$ cat src/rtl/ahb_lite_regbus_bridge.sv
// ahb_lite_regbus_bridge: AHB-Lite slave that maps one address window onto
// CHANNELS independent 8-register peripheral buses (channel index taken from
// HADDR[CH_SHIFT +: CH_IDX_W], register index from HADDR[4:2]).
// Writes complete with zero wait states; reads take 2+RD_WAIT cycles.
// Optional feature macro: AHB_REGBUS_ERR_EN -- when defined, invalid accesses
// (channel >= CHANNELS or HSIZE > word) get a two-cycle ERROR response;
// otherwise they complete OKAY without touching the register bus.
module ahb_lite_regbus_bridge #(
  parameter int unsigned CHANNELS = 2,
  parameter int unsigned CH_IDX_W = 2,
  parameter int unsigned CH_SHIFT = 5,
  parameter int unsigned DATA_W   = 8,
  parameter int unsigned RD_WAIT  = 0
) (
  input  logic                       HCLK,
  input  logic                       HRESET,
  input  logic                       HSEL,
  input  logic [31:0]                HADDR,
  input  logic [1:0]                 HTRANS,
  input  logic                       HWRITE,
  input  logic [2:0]                 HSIZE,
  input  logic                       HREADY,
  input  logic [31:0]                HWDATA,
  output logic [31:0]                HRDATA,
  output logic                       HREADYOUT,
  output logic                       HRESP,
  output logic [CHANNELS-1:0]        rb_sel,
  output logic [2:0]                 rb_addr,
  output logic [DATA_W-1:0]          rb_wdata,
  output logic                       rb_we,
  output logic                       rb_re,
  input  logic [CHANNELS*DATA_W-1:0] rb_rdata
);

  typedef enum logic [2:0] {
    S_IDLE,
    S_WR,
    S_RD,
    S_RWAIT,
    S_RDONE
`ifdef AHB_REGBUS_ERR_EN
    , S_ERR1,
    S_ERR2
`endif
  } state_e;

  state_e              state_q, state_d;
  logic [CH_IDX_W-1:0] ch_q, ch_d;
  logic [2:0]          addr_q, addr_d;
  logic [2:0]          cnt_q, cnt_d;
  logic                ok_q, ok_d;
  logic [DATA_W-1:0]   rdata_q, rdata_d;
  logic [DATA_W-1:0]   rd_mux;
  logic [CH_IDX_W-1:0] ch_in;
  logic                accept;
  logic                bad_in;
  logic                take;
  logic                unused_bits;

  assign accept      = HSEL & HTRANS[1] & HREADY;
  assign ch_in       = HADDR[CH_SHIFT +: CH_IDX_W];
  assign bad_in      = (32'(ch_in) >= CHANNELS) || (HSIZE > 3'd2);
  assign unused_bits = ^{HADDR, HTRANS[0], HWDATA};

  assign HRDATA   = 32'(rdata_q);
  assign rb_addr  = addr_q;
  assign rb_wdata = rb_we ? HWDATA[DATA_W-1:0] : '0;

  // State, latched address phase, wait counter and captured read data
  always_ff @(posedge HCLK or posedge HRESET) begin
    if (HRESET) begin
      state_q <= S_IDLE;
      ch_q    <= '0;
      addr_q  <= '0;
      cnt_q   <= '0;
      ok_q    <= 1'b0;
      rdata_q <= '0;
    end else begin
      state_q <= state_d;
      ch_q    <= ch_d;
      addr_q  <= addr_d;
      cnt_q   <= cnt_d;
      ok_q    <= ok_d;
      rdata_q <= rdata_d;
    end
  end

  // Read-data mux for the latched channel
  always_comb begin
    rd_mux = '0;
    for (int unsigned k = 0; k < CHANNELS; k++) begin
      if (ch_q == CH_IDX_W'(k)) rd_mux = rb_rdata[k*DATA_W +: DATA_W];
    end
  end

  // One-hot channel select, only while a strobe is active
  always_comb begin
    rb_sel = '0;
    for (int unsigned k = 0; k < CHANNELS; k++) begin
      rb_sel[k] = (rb_we | rb_re) & (ch_q == CH_IDX_W'(k));
    end
  end

  // Next-state, bus handshake and strobe generation
  always_comb begin
    state_d   = state_q;
    ch_d      = ch_q;
    addr_d    = addr_q;
    cnt_d     = cnt_q;
    ok_d      = ok_q;
    rdata_d   = rdata_q;
    HREADYOUT = 1'b1;
    HRESP     = 1'b0;
    rb_we     = 1'b0;
    rb_re     = 1'b0;
    take      = 1'b0;

    case (state_q)
      S_IDLE, S_RDONE: take = 1'b1;
      S_WR: begin
        rb_we = ok_q;
        take  = 1'b1;
      end
      S_RD: begin
        HREADYOUT = 1'b0;
        rb_re     = ok_q;
        // invalid reads (no-error build) skip the wait counter and return 0
        if (!ok_q) begin
          rdata_d = '0;
          state_d = S_RDONE;
        end else if (RD_WAIT == 0) begin
          rdata_d = rd_mux;
          state_d = S_RDONE;
        end else begin
          cnt_d   = 3'(RD_WAIT);
          state_d = S_RWAIT;
        end
      end
      S_RWAIT: begin
        HREADYOUT = 1'b0;
        cnt_d     = cnt_q - 3'd1;
        if (cnt_q == 3'd1) begin
          rdata_d = rd_mux;
          state_d = S_RDONE;
        end
      end
`ifdef AHB_REGBUS_ERR_EN
      S_ERR1: begin
        HREADYOUT = 1'b0;
        HRESP     = 1'b1;
        state_d   = S_ERR2;
      end
      S_ERR2: begin
        HRESP = 1'b1;
        take  = 1'b1;
      end
`endif
      default: state_d = S_IDLE;
    endcase

    if (take) begin
      state_d = S_IDLE;
      if (accept) begin
        ch_d   = ch_in;
        addr_d = HADDR[4:2];
        ok_d   = !bad_in;
`ifdef AHB_REGBUS_ERR_EN
        if (bad_in) state_d = S_ERR1;
        else        state_d = HWRITE ? S_WR : S_RD;
`else
        state_d = HWRITE ? S_WR : S_RD;
`endif
      end
    end
  end

endmodule

$ cat config.mk
export PLATFORM = sky130hd
export DESIGN_NAME = ahb_lite_regbus_bridge
export DESIGN_NICKNAME = d
export VERILOG_FILES = /design/src/rtl/ahb_lite_regbus_bridge.sv
export SDC_FILE = /design/constraint.sdc
export NUM_CORES = 1
export LEC_CHECK = 0
export ABC_CLOCK_PERIOD_IN_PS = 1600
export BUFFER_PORTS_ARGS = -buffer_cell sky130_fd_sc_hd__buf_2
export CAP_MARGIN = 30
export CORE_MARGIN = 10
export CORE_UTILIZATION = 34
export CTS_CLUSTER_DIAMETER = 50
export DETAILED_ROUTE_END_ITERATION = 16
export GPL_ROUTABILITY_DRIVEN = 0
export PLACE_DENSITY = 0.8
export SLEW_MARGIN = 20
export SYNTH_ARGS = -nofsm -noshare
export SYNTH_HDL_FRONTEND = slang
export SYNTH_SLANG_ARGS = --single-unit
$ cat constraint.sdc
create_clock -name HCLK -period 1.6 [get_ports HCLK]
set_input_delay 0.08 -clock HCLK [delete_from_list [all_inputs] [get_ports HCLK]]
set_output_delay 0.08 -clock HCLK [all_outputs]
set_load 0.005 [all_outputs]
Yosys cells after proc, flatten, opt, wreduce, memory -nomap -nowiden --
Cells that the tools add are included.
Word-level totals: bits in registers 20, input port bits 90, output and inout bits 49, word-level logic and storage cells 48
Operators by class: add/sub/neg operators 1, $lt $le $gt $ge 2, equal/unequal tests 9, multiplexer cells 15, bitwise logic cells 5, reduce and logical (&&, ||, !) cells 10
Operator list (number):
- 8-bit two-way mux | 5
- 8-bit one-hot mux with 2 select lines | 1
- 3-bit one-hot mux with 3 select lines | 1
- 3-bit by 1-bit == test with 1-bit output (second input constant) | 2
- 3-bit by 2-bit == test with 1-bit output (second input constant) | 2
- 3-bit two-way mux | 2
- 2-bit AND reduction | 3
- 1-bit bitwise AND | 4
- 1-bit two-way mux | 4
- 2-bit two-way mux | 2
- 3-bit == test (second input constant) | 1
- 3-bit by 2-bit greater-than comparator with 1-bit output (second input constant) | 1
- 3-bit zero test | 1
- 3-bit != test (second input constant) | 1
- 3-bit OR reduction | 1
- 3-bit by 1-bit subtractor with 3-bit output (second input constant) | 1
- 2-bit by 1-bit == test with 1-bit output (second input constant) | 1
- 2-bit greater-or-equal comparator (second input constant) | 1
- 2-bit zero test | 1
- 2-bit by 1-bit != test with 1-bit output (second input constant) | 1
- 2-bit != test (second input constant) | 1
- 2-bit nonzero test | 1
- 2-bit OR reduction | 1
- 1-bit zero test | 1
- other kinds (2) | 2

Depth between registers and ports, before layout --
depth after elaboration 5, gate-level depth with buffers 5, depth with buffers taken out 5

Worst setup path after synthesis --
OpenSTA, ideal clock, no wires.
path type register -> register, start point reg state_q[1], end point reg ch_q[0], library setup time 0.125 ns, data arrival time 1.198 ns, required time 1.475 ns, slack 0.276 ns, cell stages (with the launch flop) 5, path buffers 1, clock period less this slack 1.324 ns, path through dfrtp_1 nand4b_1 a21o_1 buf_4 mux2_4
On the way: longest elaborated chain between the ends 4, elaborated cells on any way between the ends 6, those cells by class 2 x eq/ne; 1 x mux; 3 x reduce/logical
RTL lines:
- start: declaration | RTL line 47 | state_e state_q, state_d;
- start signal: assignment | RTL line 79 | state_q <= state_d;
- 3-bit by 1-bit == test with 1-bit output, or another cell as far along | RTL line 118 | case (state_q)
- 3-bit OR reduction (no source line) (*)
- 1-bit two-way mux (*) | RTL line 118
- 2-bit AND reduction (no source line) (*)
- end signal: assignment | RTL line 80 | ch_q <= ch_d;
- end: declaration | RTL line 48 | logic [CH_IDX_W-1:0] ch_q, ch_d;
Mark *: on every way between the ends. The rest lies on a longest branch, timed or not. A chain may end at the register's enable or synchronous reset.

Worst setup path in the final report --
start point reg cnt_q[0], end point reg rdata_q[2]
On the way: longest elaborated chain between the ends 3
RTL lines:
- start: declaration | RTL line 50 | logic [2:0] cnt_q, cnt_d;
- start signal: assignment | RTL line 82 | cnt_q <= cnt_d;
- 3-bit by 1-bit == test with 1-bit output | RTL line 142 | if (cnt_q == 3'd1) begin
- 2-bit != test (no source line)
- 2-bit AND reduction (no source line)
- end signal: assignment | RTL line 84 | rdata_q <= rdata_d;
- end: declaration | RTL line 52 | logic [DATA_W-1:0] rdata_q, rdata_d;
No other way between the ends.

==> results.txt <==
* Delay of the slowest cell on the worst path: 430 ps
- In this run the deepest clock path goes through 2 buffers.
- After routing the design area is 1630 sq um.
* Vias in the first global route: 1070
* Type of the setup path with the least slack: reg -> reg
* Status: complete, no violations
- Once detail routing completed, the nets flagged for antenna violations numbered 0.
- Number of cells on the worst hold path: 2
* Most common cell after layout, fill and taps aside: sky130_fd_sc_hd__buf_2
* Setup-failing EPs final: 0
- Data arrives at the worst endpoint at 1640 ps.
- Total via count after detailed routing: 1014
* Number of clock buffers inserted by TritonCTS: 3
* Area growth, synth to finish: 32.7%
- Highest-count cells in the layout ignoring fill and taps: sky130_fd_sc_hd__buf_2 (61), sky130_fd_sc_hd__conb_1 (25), sky130_fd_sc_hd__dfrtp_1 (19), sky130_fd_sc_hd__inv_1 (14), sky130_fd_sc_hd__o22ai_1 (10)
- The floorplan has 21 rows.
* Reg-to-Reg End: rdata_q[2]$_DFFE_PP0P_
- The slowest stage of the critical path belongs to the cell sky130_fd_sc_hd__dfrtp_1.
- The routed design could run at a clock period as short as 1470 ps.
- Antenna cell count: 0
* Number of enable-type register cells in the synthesized netlist: 0
- Main combinational cell family by area after synthesis: buffers and inverters
- TritonCTS Sinks: 20
- Post-Synthesis Cells: 121
- Post-synthesis sequential area ratio: 0.407
- Setup slack on the worst reg-to-reg path comes out at 130 ps.
* Worst min path class: in -> reg
* Cell variety after synth: 26
- Adder and majority gate portion of the synthesized area: 0.0203
- Summed over all cells, the static leakage comes to 0.943 nW.
- Kind of cell adding the most delay to the critical path: compound AO/OA/AOI/OAI gates
- The final layout contains 285 nets.
- Xor-xnor portion of the synthesized cell area: 0.0213
- During placement, the flow inserted port buffers numbering 61.
- Wire length of the first global-routing pass: 4970 um
- For the final routed database, the setup TNS stands at 0 ps.
- In the final layout, the share of cells above drive strength 1 is 0.417.
- For this configuration, the core starts out at a cell density of 0.360.
* Worst min-delay path startpoint: HADDR[6]
- Total iterations of the first detailed-routing run: 3
- The clock arrives with 4.91 ps of skew.
- Compound-gate portion of the synthesized area: 0.0843
* Kind of capture point of the worst setup path: flop
* Source-to-sink clock delay at the later pin of the worst-skew pair: 300 ps
- The worst-case IR drop observed on VDD is 0.510 mV.
* Total DRC errors in the routed layout: 0
- Power spread over the standard cell area amounts to 846 nW/um^2.
- The number of cells on the worst reg-to-reg path is 4.
- The Yosys step of the flow raised 0 warnings.
- Measured against its own limit, the worst slew margin works out to 0.492.
- STA classifies the critical path startpoint as a flop.
- Worst Setup SP: cnt_q[0]$_DFFE_PP0P_
- Synthesis inferred 20 register bits.
* Ys flop type: sky130_fd_sc_hd__dfrtp_1
- Congestion Overflow GR: 0
- The initial antenna violation count was 0.
* Count of buffering cells on the critical path with inverters included: 0
* Die outline width: 80.2 um
- Along the worst path, the maximum fanout reaches 8.
* Simple-Gate Fraction of Synth Area: 0.117
* Core box area: 3420 sq um
* Cells traversed along the worst timing path: ha_1 > and3b_1 > o211ai_2 > o22ai_1
- Total routed wirelength: 3170 um
* H-tree depth: 1
- Die Ht: 80.2 um
- Area of placed instances: 1490 sq um
- Largest net degree at the start of global routing: 21
- The portion of synthesized area spent on multiplexers is 0.138.
- The number of pins exceeding their max-slew limit in the final report is 0.
- After legalization and detailed placement, the total HPWL measured 2590 um.
- In the synthesized netlist the async set-or-reset flop fraction comes to 1.00.
- Achievable Freq: 682 MHz
- Clock Tree Root: sky130_fd_sc_hd__clkbuf_4
- Total global-route track usage: 0.0929
* Slew @ Worst Pin: 760 ps
* Critical path data required time: 1780 ps
- DRC violation total after the first TritonRoute iteration: 32
* Average cell area after synthesis: 10.2 sq um
- In the final routed layout, each cell accounts on average for 13.3 um.
- TritonCTS built the clock tree.
- Area of the die: 6430 sq um
* Max-Cap Viols: 0
* Num ports: 139
- The worst hold path terminates at ch_q[1]$_DFFE_PP0P_.
* Number of hold violations in the final report: 0
- Synthesized cell area: 1230 sq um
- Of the available clock period, the critical path in the final layout requires 0.916.
- In the routed layout, each cell is associated on average with a via count of 4.26.
* Setup repair after global routing missed its margin: false
- Clock-pin slew was measured on the worst setup and hold paths at 120 ps.
* RR Startpoint: cnt_q[0]$_DFFE_PP0P_
## worst max-delay path by stage
stage,to,slack (ps),cells after the start
global route,rb_wdata[3],40,4
finish,rdata_q[2]$_DFFE_PP0P_,130,4
detailed placement,rdata_q[1]$_DFFE_PP0P_,140,4
floorplan,ch_q[0]$_DFFE_PP0P_,280,4
CTS,rb_wdata[3],40,4
global placement,rdata_q[2]$_DFFE_PP0P_,170,4
## registers in the layout (all words and copies together), names as in the netlist
name and count:
state_q 3, rb_addr 3, rdata_q 8, ok_q 1, ch_q 2, cnt_q 3
## area by class of cell
class | instances | area, sq um
multi-input combinational | 84 | 582
timing repair buffer | 70 | 388
fill | 341 | 1780
clock buffer | 3 | 22.5
clock inverter | 1 | 30.0
inverter | 14 | 52.6
tap | 46 | 57.6
sequential | 20 | 502
## power breakdown
group	total (mW)	internal, mW	switching, mW
sequential	0.641	0.577	0.0640
clock	0.412	0.253	0.158
combinational	0.329	0.195	0.134
## per-stage QoR
| stage | utilization | setup slack (ps) | cells | hold WS [ps] | total power [mW] |
|---|---|---|---|---|---|
| final | 0.478 | 134 | 238 | 27.0 | 1.38 |
| after global routing | 0.478 | 38.1 | 238 | 14.5 | 1.48 |
| after CTS | 0.470 | 36.5 | 235 | 22.3 | 1.39 |
| after detailed placement | 0.435 | 142 | 225 | 259 | 0.959 |
| after global placement | 0.435 | 167 | 225 | 244 | 0.947 |
| after floorplan | - | 276 | 145 | 43.8 | 0.876 |
## layer usage
layer / track usage / wire [um]
met5: 0 / 0
met4: 0.0158 / 10
met3: 0.0468 / 342
met2: 0.170 / 1640
met1: 0.0931 / 1170
## worst register-to-register path: stages, from the launching register on
cell and delay [ps]:
sky130_fd_sc_hd__dfrtp_1 430, sky130_fd_sc_hd__ha_1 240, sky130_fd_sc_hd__and3b_1 190, sky130_fd_sc_hd__o211ai_2 340, sky130_fd_sc_hd__o22ai_1 150
## kinds of logic (layout without fill, tap and decap cells)
logic type | count (synthesis) | after routing
compound gates | 15 | 15
xor+xnor | 3 | 3
fa+ha+maj | 2 | 2
buf+inv | 42 | 88
flops | 20 | 20
mux | 14 | 14
other cells | 1 | 25
simple gates | 24 | 25
## cell usage after synthesis (all sizes together) (2+ instances only)
library cell	instances	share of area
o22ai	10	0.051
mux2	6	0.073
nand2b	2	0.010
dfrtp	20	0.41
buf	28	0.17
ha	2	0.020
nor2	4	0.012
mux2i	8	0.065
inv	14	0.043
nand2	2	0.0061
nor2b	3	0.015
and2	8	0.041
xor2	2	0.014
## repair_timing
action,in CTS,in global routing
pin swaps,0,1
buffers inserted,0,2
hold endpoints to repair,25,0
hold buffers,6,0
setup endpoints to repair,8,8
resized for setup,1,2
cloned,0,1
No activity file was read; power rests on OpenSTA's default activity.
